## config.mk

```make
export PLATFORM = sky130hd
export DESIGN_NAME = lms_log2_sched
export DESIGN_NICKNAME = d
export VERILOG_FILES = /design/src/rtl/lms_log2_sched.sv
export SDC_FILE = /design/constraint.sdc
export NUM_CORES = 1
export LEC_CHECK = 0
export CAP_MARGIN = 40
export CORE_ASPECT_RATIO = 1.75
export CORE_MARGIN = 2
export CORE_UTILIZATION = 49
export CTS_CLUSTER_SIZE = 20
export DETAILED_ROUTE_END_ITERATION = 8
export PLACE_DENSITY = 0.85
export SLEW_MARGIN = 10
export SYNTH_ARGS = -nofsm -noshare
export SYNTH_HDL_FRONTEND = slang
export SYNTH_SLANG_ARGS = --single-unit
```

## constraint.sdc

```tcl
create_clock -name i_clk -period 3.1 [get_ports i_clk]
set_input_delay 0.62 -clock i_clk [delete_from_list [all_inputs] [get_ports i_clk]]
set_output_delay 0.62 -clock i_clk [all_outputs]
set_load 0.02 [all_outputs]
```

## src/rtl/lms_log2_sched.sv

```systemverilog
`default_nettype none
// +--------------------------------------------------------------------------+
// | lms_log2_sched: shares one log2 LUT across the L, M, S channels          |
// | Revision: 1.0                                                            |
// +--------------------------------------------------------------------------+
module lms_log2_sched #(
  parameter int W_IN    = 16,
  parameter int W_OUT   = 16,
  parameter int IDX_MAX = 255
) (
  input  logic             i_clk,
  input  logic             i_rst,
  input  logic             i_valid,
  output logic             o_ready,
  input  logic [W_IN-1:0]  i_L,
  input  logic [W_IN-1:0]  i_M,
  input  logic [W_IN-1:0]  i_S,
  output logic [W_IN-1:0]  o_log2_index,
  input  logic [W_OUT-1:0] i_log2_result,
  output logic             o_valid,
  input  logic             i_ready,
  output logic [W_OUT-1:0] o_log_L,
  output logic [W_OUT-1:0] o_log_M,
  output logic [W_OUT-1:0] o_log_S,
  output logic [2:0]       o_clip,
  output logic             o_busy
);

  typedef enum logic [2:0] {
    IDLE  = 3'd0,
    RUN_L = 3'd1,
    RUN_M = 3'd2,
    RUN_S = 3'd3,
    HOLD  = 3'd4
  } state_t;

  localparam logic [W_IN-1:0] c_idx_max = W_IN'(IDX_MAX);

  state_t            state_q, state_d;
  logic [W_IN-1:0]   idx_q, idx_d;
  logic [W_IN-1:0]   m_q, m_d;
  logic [W_IN-1:0]   s_q, s_d;
  logic [W_OUT-1:0]  log_l_q, log_l_d;
  logic [W_OUT-1:0]  log_m_q, log_m_d;
  logic [W_OUT-1:0]  log_s_q, log_s_d;
  logic [2:0]        clip_q, clip_d;

  logic [2:0]        w_clip;
  logic [W_IN-1:0]   w_l, w_m, w_s;
  logic              w_capture;

  always_comb begin
    w_clip = {(i_S > c_idx_max), (i_M > c_idx_max), (i_L > c_idx_max)};
    w_l    = w_clip[0] ? c_idx_max : i_L;
    w_m    = w_clip[1] ? c_idx_max : i_M;
    w_s    = w_clip[2] ? c_idx_max : i_S;
  end

  // The index is registered one step ahead so it is valid throughout each RUN cycle.
  always_comb begin
    state_d   = state_q;
    idx_d     = '0;
    m_d       = m_q;
    s_d       = s_q;
    log_l_d   = log_l_q;
    log_m_d   = log_m_q;
    log_s_d   = log_s_q;
    clip_d    = clip_q;
    o_ready   = 1'b0;
    w_capture = 1'b0;
    case (state_q)
      IDLE: begin
        o_ready   = 1'b1;
        w_capture = i_valid;
      end
      RUN_L: begin
        log_l_d = i_log2_result;
        idx_d   = m_q;
        state_d = RUN_M;
      end
      RUN_M: begin
        log_m_d = i_log2_result;
        idx_d   = s_q;
        state_d = RUN_S;
      end
      RUN_S: begin
        log_s_d = i_log2_result;
        state_d = HOLD;
      end
      HOLD: begin
        o_ready = i_ready;
        if (i_ready) begin
          w_capture = i_valid;
          state_d   = IDLE;
        end
      end
      default: state_d = IDLE;
    endcase
    if (w_capture) begin
      idx_d   = w_l;
      m_d     = w_m;
      s_d     = w_s;
      clip_d  = w_clip;
      state_d = RUN_L;
    end
  end

  always_ff @(posedge i_clk or negedge i_rst) begin
    if (!i_rst) begin
      state_q <= IDLE;
      idx_q   <= '0;
      m_q     <= '0;
      s_q     <= '0;
      log_l_q <= '0;
      log_m_q <= '0;
      log_s_q <= '0;
      clip_q  <= '0;
    end else begin
      state_q <= state_d;
      idx_q   <= idx_d;
      m_q     <= m_d;
      s_q     <= s_d;
      log_l_q <= log_l_d;
      log_m_q <= log_m_d;
      log_s_q <= log_s_d;
      clip_q  <= clip_d;
    end
  end

  assign o_log2_index = idx_q;
  assign o_valid      = (state_q == HOLD);
  assign o_busy       = (state_q != IDLE);
  assign o_log_L      = log_l_q;
  assign o_log_M      = log_m_q;
  assign o_log_S      = log_s_q;
  assign o_clip       = clip_q;

endmodule
`default_nettype wire

```

==> summary.md <==
| Metric | Value |
|---|---|
| Status | `finished clean` |
| Port buffer count | `137` |
| Maximum net fanout on the critical path | `2` |
| Post-synth net total | `370` |
| Overall routing resource usage | `0.2204` |
| Syn avg cell area | `13.45 µm²` |
| Final min period | `2604 ps` |
| Worst flop-to-flop path startpoint | `state_q[1]` |
| Pre-antenna DRT Iters | `4` |
| Multi-input logic area | `1348 µm²` |
| Post-synthesis sequential area ratio | `0.6285` |
| Worst skew pair latency | `between 300 and 400 ps` |
| GRT overflow | `0` |
| MaxCap Viol Count | `0` |
| Synthesized area | `~4100 µm²` |
| Drt via density | `5.535` |
| Normalized max-slew margin | `0.5389` |
| DRC | `0` |
| Antenna violations before repair | `0` |
| Buffer levels on the longest clock path | `2` |
| CP Data Arrival Time | `1980 ps` |
| Die Height | `124.4 µm` |
| Worst Skew | `5.909 ps` |
| Routed wire length | `9525 µm` |
| I/O pin count | `138` |
| FMAX | `384.1 MHz` |
| GPL Wtd Cong | `0.7816` |
| Setup crit end | `o_ready` |
| Share of layout cells above drive strength 1 | `0.1762` |
| CTS H-tree depth | `3` |
| RSZ-0062 raised after global routing | `false` |
| Crit path launch | `i_ready` |
| Predominant post-synthesis flop cell | `dfrtp_1` |
| Tcrit/Tclk final | `0.8399` |
| Combinational power share | `0.454` |
| Core Region | `8148 µm²` |
| Worst-path clk slew | `70 ps` |
| Vias in the first global route | `~3,100` |
| Met3 routed WL | `approximately 390 µm` |
| TritonCTS clock tree | `built` |
| Initial DRC Count | `155` |
| First-pass GRT wire length | `between 15,000 and 20,000 µm` |
| Row count | `44` |
| R2R depth | `4` |
| Share of power burned in registers | `0.348` |
| Worst slew pin tran | `690.0 ps` |
| Synthesized flop and latch total | `102` |
| DRT antenna net count | `0` |
| CTS resizes | `0` |
| Crit. End Element | `primary output` |
| FF-to-FF setup slack | `about 1200 ps` |
| Layout Nets | `500` |
| Startpoint class of the critical path | `input port` |
| Commonest non-fill, non-tap cell in the layout | `clkdlybuf4s50_1` |
| Slew Viols, Final | `0` |
| Switch share | `0.3455` |
| DR top layer | `met4` |
| Die area | `9061 µm²` |
| Area delta synth->final | `41.87%` |
| Synthesized instance count | `302` |
| WL/cell | `approximately 18 µm` |
| Area post-placement | `about 5500 µm²` |
| Critical path class | `input port to primary output` |
| Root Buffer | `clkbuf_16` |
| Largest net degree at the start of global routing | `47` |
| Min-delay worst type | `input port to async pin` |
| WP data required | `2480 ps` |
| Clock share of power | `0.198` |
| Leak pwr | `about 0.0024 µW` |
| Via count | `2,928` |
| HPWL Detailed | `between 6000 and 7000 µm` |
| Finish-stage setup viols | `0` |
| Clock sinks | `between 100 and 150` |
| Fin Setup TNS | `0 ps` |
| Initial Util | `0.4985` |
| TritonCTS Buffers | `9` |
| # diodes | `0` |
| Postcts setup bufs | `0` |
| Final count of hold timing violations | `0` |
| Filler cell count | `578` |
| Hold-fix buffers, CTS | `0` |
| Post-synth EDFFs | `0` |
| Synth warn | `0` |
| Async S/R FF share, synth | `1.000` |
| Die X | `72.82 µm` |
| Sequential cell area | `2552 µm²` |
| Met2 wire length | `a little over 5000 µm` |
| Most frequent cells in the layout | `136 x clkdlybuf4s50_1, 102 x dfrtp_1, 37 x mux2_2` |
| WL met1 | `~3600 µm` |
| Pint | `3757 µW` |
| Pwr Density | `about 1000 nW/µm²` |
| Synth cell types | `31` |
| P_sw | `1983 µW` |
| Maximum vdd ir drop | `413.8 µV` |
| Design Area, Final | `~5800 µm²` |
| Final hold slack | `274.2 ps` |
| Final critical-path setup slack | `a little under 500 ps` |
| Reg2reg end | `s_q[9]` |
| Place WS | `497.4 ps` |
## per-layer routing
| layer | GRT usage | vias to the layer above |
|---|---|---|
| li1 | - | 1336 |
| met2 | 0.3733 | 111 |
| met5 | 0 | - |
| met1 | 0.2522 | 1449 |
| met4 | 0.1231 | 0 |
| met3 | 0.04369 | 32 |
## state kept, by name, summed over array words and instances (netlist names)
| name | flops |
|---|---|
| s_q | 16 |
| o_log_L | 16 |
| m_q | 16 |
| state_q | 3 |
| o_log2_index | 16 |
| o_clip | 3 |
| o_log_M | 16 |
| o_log_S | 16 |
## worst min path at each step
stage,cells past startpoint,slack [ps],endpoint
CTS,1,280,o_log2_index[15]
global route,1,310,o_clip[2]
global placement,1,470,s_q[12]
detailed placement,1,470,o_log2_index[12]
finish,1,270,o_log2_index[15]
floorplan,0,320,m_q[0]
## worst max-delay path: stages
cell	delay [ps]
clkdlybuf4s50_1	440
nand2b_1	110
nor3b_1	190
clkdlybuf4s50_1	630
## metrics by stage
step / utilization / cells / power (µW)
2_1_floorplan: - / 302 / 3523
3_3_place_gp: 0.6663 / 511 / 4529
3_5_place_dp: 0.6695 / 513 / 4644
4_1_cts: 0.7072 / 529 / 5779
5_1_grt: 0.7072 / 529 / 5986
6_report: 0.7072 / 529 / 5741
## cell usage after synthesis, types with 6 or more instances
cell type | instances | area share
a22oi_1 | 8 | 0.015
and2_1 | 17 | 0.026
o22ai_1 | 8 | 0.012
mux2_2 | 37 | 0.10
or4_1 | 6 | 0.011
buf_2 | 6 | 0.0074
nor3_1 | 25 | 0.031
clkbuf_1 | 8 | 0.0074
dfrtp_1 | 102 | 0.63
mux2_4 | 11 | 0.041
a22o_1 | 8 | 0.017
a21oi_1 | 36 | 0.044
## power by group through the flow
stage | registers (µW) | logic, µW | clock network [µW]
detailed placement | 2030 | 2620 | 0
floorplan | 2430 | 1090 | 0
finish | 2000 | 2600 | 1140
global placement | 2000 | 2530 | 0
CTS | 2000 | 2620 | 1150
global route | 2050 | 2740 | 1200
## area by class of cell
cell class,count,area share
timing repair buffer,144,0.2486
clock inverter,6,0.01173
tap,92,0.01998
inverter,2,0.001303
clock buffer,10,0.04148
multi-input combinational,173,0.2339
sequential,102,0.4430
## cells by family (layout without fill, tap and decap cells)
kind of cell,Yosys count,count (layout),synth area share
AO/OA/AOI/OAI,63,63,0.09366
AND/OR/NAND/NOR,62,62,0.09365
buffers and inverters,27,162,0.04097
multiplexers,48,48,0.1433
flip-flops,102,102,0.6285
No activity file was read; power rests on OpenSTA's default activity.
